File: src/rtl/score_keeper_pkg.sv
// Shared types and constants for the score_keeper judgement stage.
package score_pkg;

  localparam logic [1:0] GRADE_S = 2'd3;
  localparam logic [1:0] GRADE_A = 2'd2;
  localparam logic [1:0] GRADE_B = 2'd1;
  localparam logic [1:0] GRADE_C = 2'd0;

  typedef enum logic [1:0] {
    PLAY  = 2'd0,
    TALLY = 2'd1,
    DONE  = 2'd2
  } state_e;

  localparam logic [15:0]       BCD_MAX  = 16'h9999;
  localparam int unsigned       PEND_W   = 12;
  localparam logic [PEND_W-1:0] PEND_MAX = '1;

  // 8-bit counter plus a 0..4 event count, clamped at 255
  function automatic logic [7:0] sat_add8(input logic [7:0] a, input logic [2:0] b);
    logic [8:0] s;
    s = 9'(a) + 9'(b);
    return s[8] ? 8'hFF : s[7:0];
  endfunction

endpackage

File: src/rtl/score_keeper_bcd_counter4.sv
// 4-digit BCD up-counter with enable; holds at 9999 and flags it via o_at_max.
module bcd_counter4
  import score_pkg::*;
(
  input  logic        clk,
  input  logic        rst,
  input  logic        i_en,
  output logic [15:0] o_value,
  output logic        o_at_max
);

  logic [15:0] r_value;
  logic [15:0] w_next;
  logic        w_carry;

  // Ripple a +1 through the digits, wrapping 9 to 0 with carry
  always_comb begin
    w_next  = r_value;
    w_carry = 1'b1;
    for (int d = 0; d < 4; d++) begin
      if (w_carry) begin
        if (r_value[d*4 +: 4] == 4'd9) begin
          w_next[d*4 +: 4] = 4'd0;
        end else begin
          w_next[d*4 +: 4] = r_value[d*4 +: 4] + 4'd1;
          w_carry          = 1'b0;
        end
      end
    end
  end

  assign o_at_max = (r_value == BCD_MAX);
  assign o_value  = r_value;

  always_ff @(posedge clk or posedge rst) begin
    if (rst) begin
      r_value <= '0;
    end else if (i_en && !o_at_max) begin
      r_value <= w_next;
    end
  end

endmodule

File: src/rtl/score_keeper.sv
// Hit/miss judgement, combo tracking, BCD score drain and end-of-chart grading.
// Optional full-combo bonus enabled by defining SCORE_KEEPER_FULL_COMBO_EN.
module score_keeper
  import score_pkg::*;
#(
  parameter int unsigned POINTS_PER_HIT     = 10,
  parameter int unsigned COMBO_BONUS_THRESH = 8,
  parameter int unsigned COMBO_BONUS_POINTS = 5,
  parameter int unsigned GRADE_A_MAX_MISS   = 2,
  parameter int unsigned GRADE_B_MAX_MISS   = 8,
  parameter int unsigned FC_BONUS           = 100
) (
  input  logic        clk,
  input  logic        rst,
  input  logic [3:0]  note_active,
  input  logic [3:0]  note_hit,
  input  logic        chart_done,
  output logic [15:0] score_bcd,
  output logic [7:0]  combo,
  output logic [7:0]  max_combo,
  output logic [7:0]  hit_count,
  output logic [7:0]  miss_count,
  output logic [1:0]  grade,
  output logic        results_valid
);

  localparam int unsigned SUM_W = PEND_W + 8;

  logic [3:0]        r_prev_active, r_prev_hit, r_hit_ev, r_miss_ev;
  logic              r_prev_done;
  logic [PEND_W-1:0] r_pending;
  logic [7:0]        r_combo, r_max_combo, r_hit_count, r_miss_count;
  logic [1:0]        r_grade;
  logic              r_results_valid, r_settle;
  state_e            r_state;

  logic [2:0]        w_nh, w_nm;
  logic [8:0]        w_combo_sum;
  logic              w_bonus, w_drain, w_accept, w_at_max, w_quiet;
  logic [SUM_W-1:0]  w_per, w_pts, w_pend_sum;
  logic [PEND_W-1:0] w_pend_sat, w_pend_next;
  logic [7:0]        w_combo_next, w_max_next, w_hit_next, w_miss_next;
  state_e            w_state_nxt;
  logic              w_settle_nxt, w_valid_nxt, w_fc_add;
  logic [1:0]        w_grade_nxt;

  // Per-lane edge detection; events are registered one clk after the input change
  always_ff @(posedge clk or posedge rst) begin
    if (rst) begin
      r_prev_active <= '0;
      r_prev_hit    <= '0;
      r_hit_ev      <= '0;
      r_miss_ev     <= '0;
      r_prev_done   <= 1'b0;
    end else begin
      r_prev_active <= note_active;
      r_prev_hit    <= note_hit;
      r_hit_ev      <= note_hit & ~r_prev_hit;
      r_miss_ev     <= r_prev_active & ~note_active & ~r_prev_hit;
      r_prev_done   <= chart_done;
    end
  end

  assign w_nh = 3'(r_hit_ev[0]) + 3'(r_hit_ev[1]) + 3'(r_hit_ev[2]) + 3'(r_hit_ev[3]);
  assign w_nm = 3'(r_miss_ev[0]) + 3'(r_miss_ev[1]) + 3'(r_miss_ev[2]) + 3'(r_miss_ev[3]);

  assign w_accept     = (r_state != DONE);
  assign w_combo_sum  = 9'(r_combo) + 9'(w_nh);
  assign w_bonus      = (w_combo_sum >= 9'(COMBO_BONUS_THRESH)) && (w_nm == 3'd0);
  assign w_per        = SUM_W'(POINTS_PER_HIT) + (w_bonus ? SUM_W'(COMBO_BONUS_POINTS) : '0);
  assign w_pts        = SUM_W'(w_nh) * w_per;
  assign w_combo_next = (w_nm != 3'd0) ? 8'd0 : sat_add8(r_combo, w_nh);
  assign w_max_next   = (w_combo_next > r_max_combo) ? w_combo_next : r_max_combo;
  assign w_hit_next   = sat_add8(r_hit_count, w_nh);
  assign w_miss_next  = sat_add8(r_miss_count, w_nm);

  // Accumulate and drain share the cycle; the drain always uses the old value
  assign w_drain     = (r_pending != '0);
  assign w_pend_sum  = SUM_W'(r_pending) + w_pts + (w_fc_add ? SUM_W'(FC_BONUS) : '0);
  assign w_pend_sat  = (w_pend_sum > SUM_W'(PEND_MAX)) ? PEND_MAX : PEND_W'(w_pend_sum);
  assign w_pend_next = w_pend_sat - PEND_W'(w_drain);
  assign w_quiet     = !w_drain && (w_nh == 3'd0) && (w_nm == 3'd0);

  always_comb begin
    w_state_nxt  = r_state;
    w_settle_nxt = 1'b0;
    w_valid_nxt  = r_results_valid;
    w_grade_nxt  = r_grade;
    w_fc_add     = 1'b0;
    unique case (r_state)
      PLAY: begin
        if (chart_done && !r_prev_done) begin
          w_state_nxt = TALLY;
`ifdef SCORE_KEEPER_FULL_COMBO_EN
          w_fc_add = (w_miss_next == 8'd0) && (w_hit_next != 8'd0);
`endif
        end
      end
      TALLY: begin
        // Grade only after pending has drained and one further event-free clk
        w_settle_nxt = w_quiet;
        if (w_quiet && r_settle) begin
          w_state_nxt = DONE;
          w_valid_nxt = 1'b1;
          if (r_miss_count == 8'd0)                         w_grade_nxt = GRADE_S;
          else if (r_miss_count <= 8'(GRADE_A_MAX_MISS))    w_grade_nxt = GRADE_A;
          else if (r_miss_count <= 8'(GRADE_B_MAX_MISS))    w_grade_nxt = GRADE_B;
          else                                              w_grade_nxt = GRADE_C;
        end
      end
      default: ;
    endcase
  end

  always_ff @(posedge clk or posedge rst) begin
    if (rst) begin
      r_state         <= PLAY;
      r_settle        <= 1'b0;
      r_grade         <= GRADE_C;
      r_results_valid <= 1'b0;
    end else begin
      r_state         <= w_state_nxt;
      r_settle        <= w_settle_nxt;
      r_grade         <= w_grade_nxt;
      r_results_valid <= w_valid_nxt;
    end
  end

  always_ff @(posedge clk or posedge rst) begin
    if (rst) begin
      r_pending    <= '0;
      r_combo      <= '0;
      r_max_combo  <= '0;
      r_hit_count  <= '0;
      r_miss_count <= '0;
    end else if (w_accept) begin
      r_pending    <= w_pend_next;
      r_combo      <= w_combo_next;
      r_max_combo  <= w_max_next;
      r_hit_count  <= w_hit_next;
      r_miss_count <= w_miss_next;
    end
  end

  bcd_counter4 u_score (
    .clk      (clk),
    .rst      (rst),
    .i_en     (w_drain && w_accept && !w_at_max),
    .o_value  (score_bcd),
    .o_at_max (w_at_max)
  );

  assign combo         = r_combo;
  assign max_combo     = r_max_combo;
  assign hit_count     = r_hit_count;
  assign miss_count    = r_miss_count;
  assign grade         = r_grade;
  assign results_valid = r_results_valid;

endmodule

File: config.mk
export PLATFORM = sky130hd
export DESIGN_NAME = score_keeper
export DESIGN_NICKNAME = d
export VERILOG_FILES = /design/src/rtl/score_keeper_pkg.sv /design/src/rtl/score_keeper_bcd_counter4.sv /design/src/rtl/score_keeper.sv
export SDC_FILE = /design/constraint.sdc
export NUM_CORES = 1
export LEC_CHECK = 0
export BUFFER_PORTS_ARGS = -buffer_cell sky130_fd_sc_hd__buf_2
export CAP_MARGIN = 10
export CORE_MARGIN = 2
export CORE_UTILIZATION = 30
export CTS_CLUSTER_SIZE = 25
export DETAILED_ROUTE_END_ITERATION = 12
export PLACE_DENSITY = 0.58
export SYNTH_ARGS = -nofsm -noshare
export SYNTH_HDL_FRONTEND = slang
export SYNTH_HIERARCHICAL = 1
export SYNTH_SLANG_ARGS = --single-unit
File: constraint.sdc
create_clock -name clk -period 7.5 [get_ports clk]
set_input_delay 1.125 -clock clk [delete_from_list [all_inputs] [get_ports clk]]
set_output_delay 1.125 -clock clk [all_outputs]
set_load 0.05 [all_outputs]
==> impl_metrics.yaml <==
setup_path:
  crit_slowest_cell: "fa_1"
  critical_path.max_fanout: 5
  crit_path_end_kind: "flip-flop"
  reg2reg_depth: 28
  crit_family: "adder cells"
  cp.depth: 28
  slowest_delay_ns: 0.56
  worst-path-buf-inv: 3
  critPathArrivalTime_ns: 7.21
  timing.critical_path.mode_cell: "ha_1"
  required_ns: 7.68
  worstSetupStartpointType: "flip-flop"
  crit_type: "flip-flop to flip-flop"
sta:
  clock-skew-final_ns: 0.0107
  setup_viol: 0
  clock.fmax_ghz: 0.142
  finalSetupTns_ns: 0
  fin_crit_sh: 0.937
  drv_slew: 0
  hold_viol: 0
  rsz0062_at_grt: "false"
  relSlewSlack: 0.426
  worstMarginPinSlew_ns: 0.861
  period_minus_slack_ns: 7.03
  setup_slack_ns: 0.474
power:
  powerDensity_mw_per_mm2: 373
  leakage_nw: 2.94
  vdd_drop_max_mv: 0.252
cells_and_area:
  drive_gt1_frac: 0.192
  multi_input_area_mm2: 0.00303
  syn2layout_area_growth_pct: 15.6
  nNetsFinal: 666
  final-seq-area_mm2: 0.00208
  fillCellCount: 1775
  insertedDiodeCount: 0
synthesis:
  synth-seq-cells: 83
  syn_avg_cell_area_um2: 9.67
  synth_cell_types: 70
  synthSimpleGateAreaFrac: 0.221
  synth_mux_area_frac: 0.0437
  synth_xor_area_frac: 0.0430
  synth_top_family_by_area: "simple AND/OR/NAND/NOR gates"
  synth-edff-count: 0
  syn_nets: 605
  async_reset_ff_frac: 1.00
  synthAdderAreaFrac: 0.126
  yosys_warnings: 6
  mappedNetlistArea_mm2: 0.00530
  yosysSeqAreaShare: 0.392
  synth_compound_area_frac: 0.135
  synth_cells: 548
  synth_ff_type: "dfrtp_1"
grt:
  grt_pass1_wl_um: 19800
  grt_pass1_vias: 4009
  grt_max_degree: 68
  antenna_found_initial: 0
  track_usage: 0.132
  overflow: 0
drt:
  drc: 0
  route.top_layer_used: "met4"
  routed-wl-met3_um: 539
  wirelength_um: 11800
  num_vias: 4182
  vias_per_cell: 4.99
  wl_per_cell_um: 14.1
  drtIter0Drc: 144
  drtAntennaViolNets: 0
  dr.pass1.iters: 7
  wirelength_met1_um: 5400
  met2WireLength_um: 5750
floorplan:
  ios: 62
  initial_core_util: 0.306
  rows: 48
  core_region_area_mm2: 0.0173
  dieWidth_um: 137
  die_area_mm2: 0.0187
  dieHeight_um: 137
place:
  gp_congestion: 0.862
  io_buffers: 61
  detailed_place_hpwl_um: 8910
  dp_slack_ns: 0.308
clock_tree:
  cts_buffer_depth: 2
  cts_setup_buffers: 0
  cts.repair.resized: 0
  cts_tree: "done"
  cts_made_buffers: 9
  clk_pin_slew_ns: 0.06
  postCtsHoldBufs: 0
  htreeDepth: 3
  clkLatencyLatePin_ns: 0.34
  clock_tree.root_cell: "clkbuf_16"
  cts_sinks: 83
run:
  cap_violations: 0
hold_path:
  hold_depth: 1
  min-delay-path-class: "flip-flop to flip-flop"
run_status:
  outcome: "finished, final reports clean"
-- synth_stat cells, drive strengths merged, types with 11 or more instances --
| master | count | share of area |
|---|---|---|
| clkbuf | 11 | 0.0078 |
| nand2 | 58 | 0.041 |
| nand2b | 11 | 0.014 |
| nand3 | 25 | 0.025 |
| dfrtp | 83 | 0.39 |
| xnor2 | 17 | 0.028 |
| a21oi | 35 | 0.033 |
| mux2 | 14 | 0.030 |
| inv | 36 | 0.025 |
| fa | 12 | 0.045 |
| ha | 34 | 0.080 |
| o21ai | 25 | 0.024 |
| nor2 | 40 | 0.028 |
-- state kept, by name, indices dropped and copies added (netlist names), 4 cells and up --
signal           flops
combo                8
hit_count            8
max_combo            8
miss_count           8
r_hit_ev             4
r_miss_ev            4
r_pending           12
r_prev_active        4
r_prev_hit           4
u_score/o_value     16
-- through the flow --
step / std cells / hold WS [ns] / power (mW) / cell area (um2) / utilization
5_1_grt: 838 / 0.451 / 2.45 / 6130 / 0.354
4_1_cts: 838 / 0.436 / 2.29 / 6110 / 0.353
3_3_place_gp: 823 / 0.416 / 1.86 / 5850 / 0.338
2_1_floorplan: 548 / 0.403 / 1.62 / 5300 / -
6_report: 838 / 0.433 / 2.28 / 6130 / 0.354
3_5_place_dp: 823 / 0.426 / 1.88 / 5850 / 0.338
-- logic make-up after synthesis --
| logic type | Yosys count |
|---|---|
| mux | 21 |
| xor+xnor | 26 |
| buf+inv | 52 |
| fa+ha+maj | 46 |
| compound gates | 109 |
| simple gates | 211 |
| flops | 83 |
-- report_power, final --
group          switching, mW  internal, mW
logic                  0.744         0.425
clock network          0.178         0.221
registers              0.154         0.560
total                   1.08          1.21
-- placed cells by master (no fill, tap or decap), drive strengths merged, types with 5 or more instances in the layout --
master	count
dfrtp	83
buf	66
nand2	58
nor2	40
inv	36
a21oi	35
ha	34
o21ai	25
nand3	25
xnor2	17
mux2	14
fa	12
nand2b	11
clkbuf	10
nor3b	10
xor2	9
nor2b	8
a21o	8
nor4	8
nand4	7
and2	7
mux2i	7
or3	6
o21a	6
nor3	6
and3	6
a31oi	5
-- path summary, 6_finish.rpt --
path	from	end	slack, ns
hold reg to reg	r_prev_hit[3]$_DFF_PP0_	r_miss_ev[3]$_DFF_PP0_	0.43
min in group asynchronous	rst	u_score/o_value[3]$_DFFE_PP0P_	0.88
max in group asynchronous	rst	r_pending[2]$_DFFE_PP0P_	5.88
setup / recovery	r_hit_ev[0]$_DFF_PP0_	r_pending[10]$_DFFE_PP0P_	0.47
hold / removal	r_prev_hit[3]$_DFF_PP0_	r_miss_ev[3]$_DFF_PP0_	0.43
setup reg to reg	r_hit_ev[0]$_DFF_PP0_	r_pending[10]$_DFFE_PP0P_	0.47
-- routing by layer --
layer	global-route usage	vias up
met5	0	-
met4	0.0412	0
met3	0.0281	16
met2	0.219	89
met1	0.171	2031
li1	-	2046
-- cell type report --
type	count	area share
clock buffers	10	0.0374
clock inverters	5	0.00511
inverters	36	0.0221
multi-input cells	413	0.495
flip-flops and latches	83	0.339
well taps	225	0.0459
repair buffers	66	0.0560
(Power assumes the default switching activity.)
